File: src/rtl/regfile_wr_sched_pkg.sv
// Shared defaults, state encoding and sweep constants for the register-file write scheduler.
package regfile_wr_sched_pkg;

   localparam int unsigned NUM_REQ_DEFAULT = 3;
   localparam int unsigned AW_DEFAULT      = 5;
   localparam int unsigned DW_DEFAULT      = 32;
   localparam int unsigned NUM_REGS        = 32;
   localparam int unsigned CLR_CW          = $clog2(NUM_REGS);

   typedef enum logic {
      StArb   = 1'b0,
      StClear = 1'b1
   } state_e;

endpackage

File: src/rtl/regfile_wr_sched_if.sv
// Multi-requester write request bus: packed valid/addr/data per requester, one-hot ready back.
interface regfile_wr_sched_if
   import regfile_wr_sched_pkg::*;
#(
   parameter int unsigned NUM_REQ = NUM_REQ_DEFAULT,
   parameter int unsigned AW      = AW_DEFAULT,
   parameter int unsigned DW      = DW_DEFAULT
) ();

   logic [NUM_REQ-1:0]    req_valid;
   logic [NUM_REQ*AW-1:0] req_addr;
   logic [NUM_REQ*DW-1:0] req_data;
   logic [NUM_REQ-1:0]    req_ready;

   modport master (
      output req_valid,
      output req_addr,
      output req_data,
      input  req_ready
   );

   modport slave (
      input  req_valid,
      input  req_addr,
      input  req_data,
      output req_ready
   );

endinterface

File: src/rtl/regfile_wr_sched_rr_arbiter.sv
// Round-robin grant: first requester at or after pointer, wrapping, one-hot result.
module rr_arbiter #(
   parameter int unsigned N  = 3,
   parameter int unsigned PW = 2
) (
   input  logic [N-1:0]  req,
   input  logic [PW-1:0] pointer,
   output logic [N-1:0]  grant
);

   int unsigned idx;
   logic        found;

   always_comb begin
      grant = '0;
      found = 1'b0;
      idx   = 0;
      for (int unsigned k = 0; k < N; k++) begin
         idx = 32'(pointer) + k;
         if (idx >= N) idx = idx - N;
         if (!found && req[idx]) begin
            grant[idx] = 1'b1;
            found      = 1'b1;
         end
      end
   end

endmodule

File: src/rtl/regfile_wr_sched.sv
// Arbitrates requester writes into one registered write port and runs a 32-entry zeroing sweep.
module regfile_wr_sched
   import regfile_wr_sched_pkg::*;
#(
   parameter int unsigned NUM_REQ = NUM_REQ_DEFAULT,
   parameter int unsigned AW      = AW_DEFAULT,
   parameter int unsigned DW      = DW_DEFAULT
) (
   input  logic                clk,
   input  logic                rst_n,
   regfile_wr_sched_if.slave   req_if,
   input  logic                clear_start,
   output logic                clear_busy,
   output logic                rf_we,
   output logic [AW-1:0]       rf_waddr,
   output logic [DW-1:0]       rf_wdata
);

   localparam int unsigned PW = (NUM_REQ > 1) ? $clog2(NUM_REQ) : 1;
   localparam logic [CLR_CW-1:0] CLR_LAST = CLR_CW'(NUM_REGS - 1);

   state_e              state_q, state_d;
   logic [PW-1:0]       ptr_q, ptr_d;
   logic [CLR_CW-1:0]   cnt_q, cnt_d;
   logic                we_q, we_d;
   logic [AW-1:0]       waddr_q, waddr_d;
   logic [DW-1:0]       wdata_q, wdata_d;

   logic [NUM_REQ-1:0]  grant;
   logic [NUM_REQ-1:0]  ready;
   logic [PW-1:0]       gnt_idx;
   logic [AW-1:0]       gnt_addr;
   logic [DW-1:0]       gnt_data;

   rr_arbiter #(
      .N  (NUM_REQ),
      .PW (PW)
   ) u_rr_arbiter (
      .req     (req_if.req_valid),
      .pointer (ptr_q),
      .grant   (grant)
   );

   // clear_start wins over any same-cycle request; nothing is granted while in reset.
   always_comb begin
      ready = '0;
      if (rst_n && (state_q == StArb) && !clear_start) ready = grant;
   end

   assign req_if.req_ready = ready;

   always_comb begin
      gnt_idx  = '0;
      gnt_addr = '0;
      gnt_data = '0;
      for (int unsigned i = 0; i < NUM_REQ; i++) begin
         if (ready[i]) begin
            gnt_idx  = PW'(i);
            gnt_addr = req_if.req_addr[i*AW +: AW];
            gnt_data = req_if.req_data[i*DW +: DW];
         end
      end
   end

   always_comb begin
      state_d = state_q;
      ptr_d   = ptr_q;
      cnt_d   = cnt_q;
      we_d    = 1'b0;
      waddr_d = waddr_q;
      wdata_d = wdata_q;
      case (state_q)
         StArb: begin
            if (clear_start) begin
               // First sweep write is issued on the entry edge so busy and writes line up.
               state_d = StClear;
               cnt_d   = '0;
               we_d    = 1'b1;
               waddr_d = '0;
               wdata_d = '0;
            end else if (|ready) begin
               ptr_d = (gnt_idx == PW'(NUM_REQ - 1)) ? '0 : gnt_idx + 1'b1;
               if (gnt_addr != '0) begin
                  we_d    = 1'b1;
                  waddr_d = gnt_addr;
                  wdata_d = gnt_data;
               end
            end
         end
         StClear: begin
            if (cnt_q == CLR_LAST) begin
               state_d = StArb;
            end else begin
               cnt_d   = cnt_q + 1'b1;
               we_d    = 1'b1;
               waddr_d = AW'(cnt_q + 1'b1);
               wdata_d = '0;
            end
         end
         default: state_d = StArb;
      endcase
   end

   always_ff @(posedge clk or negedge rst_n) begin
      if (!rst_n) begin
         state_q <= StArb;
         ptr_q   <= '0;
         cnt_q   <= '0;
         we_q    <= 1'b0;
         waddr_q <= '0;
         wdata_q <= '0;
      end else begin
         state_q <= state_d;
         ptr_q   <= ptr_d;
         cnt_q   <= cnt_d;
         we_q    <= we_d;
         waddr_q <= waddr_d;
         wdata_q <= wdata_d;
      end
   end

   assign clear_busy = (state_q == StClear);
   assign rf_we      = we_q;
   assign rf_waddr   = waddr_q;
   assign rf_wdata   = wdata_q;

endmodule

File: src/flat_wrapper.sv
// flat-port wrapper written by rule: the top's interface ports become plain ports
module regfile_wr_sched_flat import regfile_wr_sched_pkg::*;
#(
   parameter int unsigned NUM_REQ = NUM_REQ_DEFAULT,
   parameter int unsigned AW      = AW_DEFAULT,
   parameter int unsigned DW      = DW_DEFAULT
)
  (clk, rst_n, clear_start, clear_busy, rf_we, rf_waddr, rf_wdata, req_if_req_valid, req_if_req_addr, req_if_req_data, req_if_req_ready);
  regfile_wr_sched_if #(.NUM_REQ(NUM_REQ), .AW(AW), .DW(DW)) req_if_i ();
  input  logic clk;
  input  logic rst_n;
  input  logic clear_start;
  output logic clear_busy;
  output logic rf_we;
  output logic [AW-1:0] rf_waddr;
  output logic [DW-1:0] rf_wdata;
  input wire logic [$bits(req_if_i.req_valid)-1:0] req_if_req_valid;
  input wire logic [$bits(req_if_i.req_addr)-1:0] req_if_req_addr;
  input wire logic [$bits(req_if_i.req_data)-1:0] req_if_req_data;
  output wire logic [$bits(req_if_i.req_ready)-1:0] req_if_req_ready;
  assign req_if_i.req_valid = req_if_req_valid;
  assign req_if_i.req_addr = req_if_req_addr;
  assign req_if_i.req_data = req_if_req_data;
  assign req_if_req_ready = req_if_i.req_ready;
  regfile_wr_sched #(.NUM_REQ(NUM_REQ), .AW(AW), .DW(DW)) u_core (.clk(clk), .rst_n(rst_n), .req_if(req_if_i), .clear_start(clear_start), .clear_busy(clear_busy), .rf_we(rf_we), .rf_waddr(rf_waddr), .rf_wdata(rf_wdata));
endmodule
File: config.mk
export PLATFORM = sky130hd
export DESIGN_NAME = regfile_wr_sched_flat
export DESIGN_NICKNAME = d
export VERILOG_FILES = /design/src/rtl/regfile_wr_sched_pkg.sv /design/src/rtl/regfile_wr_sched_if.sv /design/src/rtl/regfile_wr_sched_rr_arbiter.sv /design/src/rtl/regfile_wr_sched.sv /design/src/flat_wrapper.sv
export SDC_FILE = /design/constraint.sdc
export NUM_CORES = 1
export LEC_CHECK = 0
export ABC_AREA = 1
export BUFFER_PORTS_ARGS = -buffer_cell sky130_fd_sc_hd__buf_2
export CAP_MARGIN = 15
export CORE_MARGIN = 5
export CORE_UTILIZATION = 47
export CTS_BUF_LIST = sky130_fd_sc_hd__clkbuf_4
export DETAILED_ROUTE_END_ITERATION = 12
export HOLD_SLACK_MARGIN = 0.12
export PLACE_DENSITY_LB_ADDON = 0.1
export SLEW_MARGIN = 40
export SYNTH_ARGS = -nofsm -noshare
export SYNTH_HDL_FRONTEND = slang
export SYNTH_HIERARCHICAL = 1
export SYNTH_SLANG_ARGS = --single-unit
File: constraint.sdc
create_clock -name clk -period 3.3 [get_ports clk]
set_clock_uncertainty 0.05 [all_clocks]
set_input_delay 0.33 -clock clk [delete_from_list [all_inputs] [get_ports clk]]
set_output_delay 0.33 -clock clk [all_outputs]
set_load 0.01 [all_outputs]
==> results by group, run 1 <==
Synthesis
  • Mean Syn Cell Area: 6.980 um2
  • Area of the mapped netlist: 0.002967 mm2
  • Yosys warns: 6
  • Post-Syn Nets: 548
  • Share of the yosys chip area belonging to registers: 0.3880
  • Register bit total from synthesis: 46
  • Top cell type by total area after synthesis: sky130_fd_sc_hd__dfrtp_1
  • Share of the synthesized area in the top cell type: 0.3880
  • Synth unique cells: 30
  • Synth top area cells: sky130_fd_sc_hd__dfrtp_1 (39%), sky130_fd_sc_hd__nand2_1 (25%), sky130_fd_sc_hd__nand4_1 (9.1%), sky130_fd_sc_hd__nand3_1 (7.8%), sky130_fd_sc_hd__ha_1 (2.5%)
  • Cells after synthesis: 425

Setup path
  • Startpoint class of the critical path: register
  • Element type at the critical path end: register
  • Crit path from: u_core/ptr_q[0]
  • Slowest Stage Delay on Critical Path: 420 ps
  • Most numerous cell on the critical path: sky130_fd_sc_hd__nand2_1
  • Capture point of the worst path: u_core/rf_waddr[3]
  • Worst-path cell chain: inv_1, ha_1, inv_1, nand2_1, nand2_1, nand2_1, inv_1, nand3_1, nand3b_1, inv_1, nand4_2, inv_2, buf_4, nand2_1, nand3_1, nor2_4, buf_12, nand3_4, nand2_1, nand2_1
  • CP Max Fanout: 24
  • Crit path arrival time: 3220 ps
  • Data required time at the worst endpoint: 3530 ps
  • Reg-to-reg critical path startpoint: u_core/ptr_q[0]
  • Capturing point of the worst reg2reg path: u_core/rf_waddr[3]
  • R2r worst-path depth: 20
  • Setup slack on the worst flop-to-flop path: 310 ps
  • Crit-path slowest cell: sky130_fd_sc_hd__dfrtp_1
  • Type of the worst setup path: register to register

STA
  • Transition time at the pin with the least slew margin: 729.0 ps
  • Final sum of negative setup slack: 0 ps
  • Max-slew violations: 0
  • Setup Viol. Count Final: 0
  • Share of the clock period used by the worst path after layout: 0.9053
  • Final count of hold timing violations: 0
  • Peak clock frequency supported by timing: 0.3347 GHz
  • Setup repair after global routing missed its margin: false
  • Post-route minimum period: 2987 ps
  • Worst-case headroom to the max-slew limit: 0.5140

Flow run
  • Count of maximum capacitance violations: 0

Global route
  • Met3 Use GR: 0.05346
  • Wire length of the first global-routing pass: 14120 um
  • Number of global-route vias before repair: 3154
  • Antenna violations before repair: 0
  • Busiest layer in global routing: met2
  • Total overflow reported by the global router: 0
  • Met1 Usage GRT: 0.2764
  • Pin count of the biggest net entering global routing: 33
  • Global Route met2 Usage: 0.3858
  • Total global routing track utilization: 0.2247

Placed design
  • Sum of net half-perimeters after detailed placement: 6907 um
  • DP Area: 0.003816 mm2
  • Global placement routability congestion: 0.8622
  • IO buf count: 158

Route
  • Via Count: 3351
  • Via-to-Cell Ratio: 5.093
  • Post-detailed-route count of antenna-violating nets: 0
  • DRT Pass-1 Iters: 4
  • Average wire length per cell after detail routing: 13.70 um
  • DR iter-0 viols: 181
  • Post-detailed-routing wire length: 9014 um
  • Drc violations: 0

Pwr
  • Part of the total power dissipated in sequential elements: 0.408
  • Internal power contribution: 1.022 mW
  • Sw Ratio: 0.4142
  • Power dissipated by switching net loads: 0.7224 mW
  • Gate power share: 0.431
  • Largest voltage drop on the vdd net: 0.4298 mV
  • Static power due to leakage: 2.306 nW
  • Power density over the cells: 445.4 mW/mm2
  • Fraction of power consumed by the clock network: 0.162

Clock tree
  • Clk buf depth: 2
  • Number of clock sinks: 46
  • Clock latency on the worst-skew pair: 370 ps
  • Total clock buffers created by CTS: 5
  • # H-tree levels: 2
  • Clk pin slew, worst setup/hold paths: 150 ps
  • Clock tree from TritonCTS: built
  • Root buffer cell: sky130_fd_sc_hd__clkbuf_4

Layout
  • Layout-stage area growth over the synthesis result: 32.01%
  • Commonest non-fill, non-tap cells in the layout: sky130_fd_sc_hd__nand2_1 (197), sky130_fd_sc_hd__buf_2 (158), sky130_fd_sc_hd__nand3_1 (46), sky130_fd_sc_hd__dfrtp_1 (46), sky130_fd_sc_hd__nand4_1 (43)
  • Post-route cell area: 0.003916 mm2
  • Fraction of layout cells with a size suffix above 1: 0.3408
  • Commonest non-fill, non-tap cell in the layout: sky130_fd_sc_hd__nand2_1
  • Diodes inserted: 0
  • Layout net count: 703

Floorplanning
  • Floorplan Core Area: 0.006241 mm2
  • Total die area: 0.008000 mm2
  • Die Wd: 89.45 um
  • Number of rows created at floorplan: 29
  • Effective utilization at floorplan: 0.4753
  • Die height: 89.45 um
  • I/O pin count: 159

Min path
  • Min-delay worst type: primary input to register

Status
  • Result of the run: completed
layout make-up:
cell class,instances,area [um2]
repair buffers,173,922.1
fillers,640,2325
clock buffers,6,45.04
well taps,77,96.34
multi-input cells,333,1609
inverters,21,78.83
clock inverters,2,13.76
flip-flops and latches,46,1151
per-layer routing:
layer | wire length [um] | vias to the layer above
met5 | 0 | -
met4 | 93 | 0
met3 | 550 | 9
met1 | 3529 | 1538
li1 | - | 1718
met2 | 4840 | 86
flip-flops by register name (all words and copies together), names as in the netlist:
signal,count
u_core/rf_wdata,32
u_core/rf_we,1
u_core/rf_waddr,5
u_core/clear_busy,1
u_core/ptr_q,2
u_core/cnt_q,5
power groups by stage:
stage	sequential [mW]	combinational [mW]	clock, mW
3_5_place_dp	0.720	0.729	0
3_3_place_gp	0.717	0.706	0
6_report	0.711	0.751	0.282
4_1_cts	0.709	0.730	0.287
2_1_floorplan	0.725	0.476	0
5_1_grt	0.720	0.854	0.309
worst min path at each step:
stage                         from                  end  slack (ps)  cells past startpoint
6_report       req_if_req_data[20]  u_core/rf_wdata[20]         210                      5
2_1_floorplan                rst_n    u_core/clear_busy         -20                      0
3_3_place_gp                 rst_n      u_core/cnt_q[1]         360                      1
4_1_cts        req_if_req_data[11]  u_core/rf_wdata[11]         210                      5
3_5_place_dp                 rst_n      u_core/ptr_q[1]         360                      1
5_1_grt        req_if_req_data[31]  u_core/rf_wdata[31]         210                      5
critical path: cells and delay by family, from the launching register on:
kind / cells / cell delay, ps
fa+ha+maj: 1 / 340
flops: 1 / 420
simple gates: 12 / 1280
buf+inv: 7 / 830
synth_stat cells:
library cell / number
sky130_fd_sc_hd__a21oi_1: 4
sky130_fd_sc_hd__a21oi_4: 1
sky130_fd_sc_hd__a22oi_1: 2
sky130_fd_sc_hd__buf_1: 1
sky130_fd_sc_hd__buf_2: 4
sky130_fd_sc_hd__buf_4: 3
sky130_fd_sc_hd__buf_6: 4
sky130_fd_sc_hd__clkbuf_1: 13
sky130_fd_sc_hd__dfrtp_1: 46
sky130_fd_sc_hd__ha_1: 6
sky130_fd_sc_hd__inv_1: 17
sky130_fd_sc_hd__inv_2: 4
sky130_fd_sc_hd__nand2_1: 197
sky130_fd_sc_hd__nand2_2: 4
sky130_fd_sc_hd__nand3_1: 46
sky130_fd_sc_hd__nand3_2: 4
sky130_fd_sc_hd__nand3b_1: 2
sky130_fd_sc_hd__nand4_1: 43
sky130_fd_sc_hd__nand4_2: 1
sky130_fd_sc_hd__nor2_1: 5
sky130_fd_sc_hd__nor2_2: 2
sky130_fd_sc_hd__nor2_4: 2
sky130_fd_sc_hd__o211ai_1: 1
sky130_fd_sc_hd__o21a_1: 1
sky130_fd_sc_hd__o21ai_0: 6
sky130_fd_sc_hd__o21ai_1: 1
sky130_fd_sc_hd__o21bai_1: 1
sky130_fd_sc_hd__o31ai_1: 2
sky130_fd_sc_hd__or2_0: 1
sky130_fd_sc_hd__or2_1: 1
timing repair:
item | in CTS | in global routing
resized for setup | 0 | 5
setup endpoints to repair | 0 | 18
hold buffers | 1 | 0
endpoints found under the hold margin | 23 | 0
buffers inserted | 0 | 1
through the flow:
step / setup slack, ps / util / hold WS [ps] / total power, mW / std cells
floorplan: 810.5 / - / -15.59 / 1.201 / 425
global placement: 351.6 / 0.6115 / 357.8 / 1.422 / 648
detailed placement: 215.7 / 0.6115 / 364.0 / 1.449 / 648
CTS: 199.2 / 0.6225 / 205.1 / 1.726 / 657
global route: 11.30 / 0.6275 / 209.0 / 1.883 / 658
finish: 312.7 / 0.6275 / 205.7 / 1.744 / 658
cells by family (layout without fill, tap and decap cells):
logic type | Yosys count | after routing | synth area share
simple gates | 308 | 308 | 0.4711
flops | 46 | 46 | 0.3880
buf+inv | 46 | 202 | 0.07381
compound gates | 19 | 19 | 0.04175
fa+ha+maj | 6 | 6 | 0.02531
Note: power is estimated with default switching activity, not from simulation.
==> run 2, diff against run 1 <==
--- a/config.mk
+++ b/config.mk
@@ -9,7 +9,7 @@
 export BUFFER_PORTS_ARGS = -buffer_cell sky130_fd_sc_hd__buf_2
 export CAP_MARGIN = 15
 export CORE_MARGIN = 5
-export CORE_UTILIZATION = 47
+export CORE_UTILIZATION = 50
 export CTS_BUF_LIST = sky130_fd_sc_hd__clkbuf_4
 export DETAILED_ROUTE_END_ITERATION = 12
 export HOLD_SLACK_MARGIN = 0.12
==> constraint.sdc (replaced) <==
create_clock -name clk -period 3.7 [get_ports clk]
set_clock_uncertainty 0.05 [all_clocks]
set_input_delay 0.37 -clock clk [delete_from_list [all_inputs] [get_ports clk]]
set_output_delay 0.37 -clock clk [all_outputs]
set_load 0.01 [all_outputs]
==> run 2 against run 1 <==
Against the previous run:
- critical path depth unchanged
- via count decreased by 0.15%
- final area down 1.9%
- clock power down 17%
- sequential share of layout area grew 0.58 points
- non-clock buffer count decreased by 6
- count of clock-buffer cells in the layout down 1
- total power decreased by 14%
- fmax fell by 10%
- worst hold slack improved by 63 ps
- largest cell class unchanged
==> results by group, run 2 (synthesis gave the netlist of run 1 again) <==
Status
  • Result of the run: completed

Clock tree
  • # H-tree levels: 2
  • Clk buf depth: 2
  • Root buffer cell: sky130_fd_sc_hd__clkbuf_4
  • Total clock buffers created by CTS: 5
  • Number of clock sinks: 46
  • Count of cells resized by post-cts repair: 0
  • Clock latency on the worst-skew pair: 350 ps
  • Clock tree from TritonCTS: built
  • Clk pin slew, worst setup/hold paths: 140 ps

Global route
  • Total overflow reported by the global router: 0
  • Pin count of the biggest net entering global routing: 47
  • Antenna violations before repair: 0
  • Total global routing track utilization: 0.2345
  • Number of global-route vias before repair: 3132
  • Wire length of the first global-routing pass: 14340 um

Setup path
  • Element type at the critical path end: register
  • CP Max Fanout: 38
  • R2r worst-path depth: 20
  • Startpoint class of the critical path: register
  • Crit path arrival time: 3530 ps
  • Type of the worst setup path: register to register
  • Data required time at the worst endpoint: 3900 ps

Floorplanning
  • Die Wd: 87.03 um
  • Total die area: 0.007573 mm2
  • Floorplan Core Area: 0.005851 mm2
  • Number of rows created at floorplan: 28
  • I/O pin count: 159
  • Die height: 87.03 um
  • Effective utilization at floorplan: 0.5071

STA
  • Post-route minimum period: 3326 ps
  • Setup Viol. Count Final: 0
  • Final sum of negative setup slack: 0 ps
  • Transition time at the pin with the least slew margin: 761.4 ps
  • Setup repair after global routing missed its margin: false
  • Final count of hold timing violations: 0
  • Worst-case headroom to the max-slew limit: 0.4916
  • Max-slew violations: 0
  • Share of the clock period used by the worst path after layout: 0.8990
  • Peak clock frequency supported by timing: 0.3006 GHz

Layout
  • Layout-stage area growth over the synthesis result: 29.44%
  • Layout net count: 697
  • Final standard cell count with taps included and fillers excluded: 650
  • Fraction of layout cells with a size suffix above 1: 0.3322
  • Number of flip-flops in the largest register: 32
  • Commonest non-fill, non-tap cells in the layout: sky130_fd_sc_hd__nand2_1 (197), sky130_fd_sc_hd__buf_2 (158), sky130_fd_sc_hd__nand3_1 (46), sky130_fd_sc_hd__dfrtp_1 (46), sky130_fd_sc_hd__nand4_1 (43)
  • Multi-input logic area: 0.001602 mm2
  • Count of fill cells added during filler insertion: 544
  • Flip-flop and latch area: 0.001151 mm2
  • Commonest non-fill, non-tap cell in the layout: sky130_fd_sc_hd__nand2_1
  • Diodes inserted: 0

Placed design
  • Global placement routability congestion: 0.8917
  • Sum of net half-perimeters after detailed placement: 6850 um
  • Cell Count Post-Placement: 641
  • IO buf count: 158

Route
  • Average wire length per cell after detail routing: 13.60 um
  • DRT Pass-1 Iters: 4
  • Post-detailed-route count of antenna-violating nets: 0
  • Drc violations: 0
  • Via-to-Cell Ratio: 5.148
  • Via Count: 3346
  • DR iter-0 viols: 177
  • Post-detailed-routing wire length: 8843 um

Min path
  • Cells on Worst Hold Path: 5
  • Min-delay worst type: primary input to register

Flow run
  • Count of maximum capacitance violations: 0

Pwr
  • Static power due to leakage: 2.261 nW
  • Power density over the cells: 390.5 mW/mm2
  • Largest voltage drop on the vdd net: 0.2530 mV
[run 2: cell count changes in the layout (fill, tap and decap cells not counted), sizes merged]
cell,delta
clkbuf,-1
clkinvlp,+1
buf,-6
[run 2: power breakdown]
part | internal (mW) | switching (mW)
Clock | 0.0710 | 0.163
Sequential | 0.576 | 0.0555
Combinational | 0.232 | 0.402
Total | 0.879 | 0.621
[run 2: critical path, cell delays in order (launching register included)]
cell                       delay [ps]
sky130_fd_sc_hd__dfrtp_1          420
sky130_fd_sc_hd__inv_1             80
sky130_fd_sc_hd__ha_1             340
sky130_fd_sc_hd__inv_1             90
sky130_fd_sc_hd__nand2_1           70
sky130_fd_sc_hd__nand2_1           50
sky130_fd_sc_hd__nand2_1          120
sky130_fd_sc_hd__inv_1             80
sky130_fd_sc_hd__nand3_1           80
sky130_fd_sc_hd__nand3b_1         180
sky130_fd_sc_hd__inv_1            110
sky130_fd_sc_hd__nand4_2          140
sky130_fd_sc_hd__inv_2            280
sky130_fd_sc_hd__nand2_1          110
sky130_fd_sc_hd__nand3_2           90
sky130_fd_sc_hd__nand2_2           70
sky130_fd_sc_hd__nor2_4            90
sky130_fd_sc_hd__buf_4            370
sky130_fd_sc_hd__nand3_2          230
sky130_fd_sc_hd__nand2_1          130
sky130_fd_sc_hd__nand2_1           60
[run 2: repair_timing]
action | 4_1_cts | 5_1_grt
hold buffers | 1 | 0
setup buffers | 0 | 0
hold endpoints to repair | 16 | 0
[run 2: path summary, 6_finish.rpt]
path                               startpoint                   to  slack [ps]
min in group asynchronous               rst_n  u_core/rf_wdata[27]         470
min                        req_if_req_data[7]   u_core/rf_wdata[7]         270
max                           u_core/ptr_q[0]   u_core/rf_waddr[3]         370
min reg2reg                   u_core/cnt_q[4]      u_core/cnt_q[4]         470
max reg2reg                   u_core/ptr_q[0]   u_core/rf_waddr[3]         370
max in group asynchronous               rst_n  u_core/rf_wdata[16]        2350
[run 2: routing by layer]
metal  GRT usage  routed length, um
met1      0.2763               3371
met2      0.4231               4638
met5           0                  0
met3     0.05203                680
met4     0.06941                153
[run 2: metrics by stage]
| stage | instance area [um2] | total power [mW] | hold slack, ps | setup WS (ps) | utilization |
|---|---|---|---|---|---|
| CTS | 3840 | 1.507 | 249.3 | 435.8 | 0.6563 |
| global route | 3840 | 1.628 | 253.4 | 46.03 | 0.6563 |
| floorplan | 2967 | 1.071 | 24.41 | 1210 | - |
| finish | 3840 | 1.500 | 268.4 | 373.6 | 0.6563 |
| detailed placement | 3776 | 1.272 | 328.6 | 461.8 | 0.6454 |
| global placement | 3776 | 1.254 | 320.3 | 566.4 | 0.6454 |
[run 2: final cells by class]
class                           count  share of cell area
Multi-Input combinational cell    333              0.4171
Timing Repair Buffer              167              0.2242
Sequential cell                    46              0.2998
Tap cell                           75             0.02444
Clock buffer                        5            0.009775
Inverter                           21             0.02053
Clock inverter                      3            0.004236
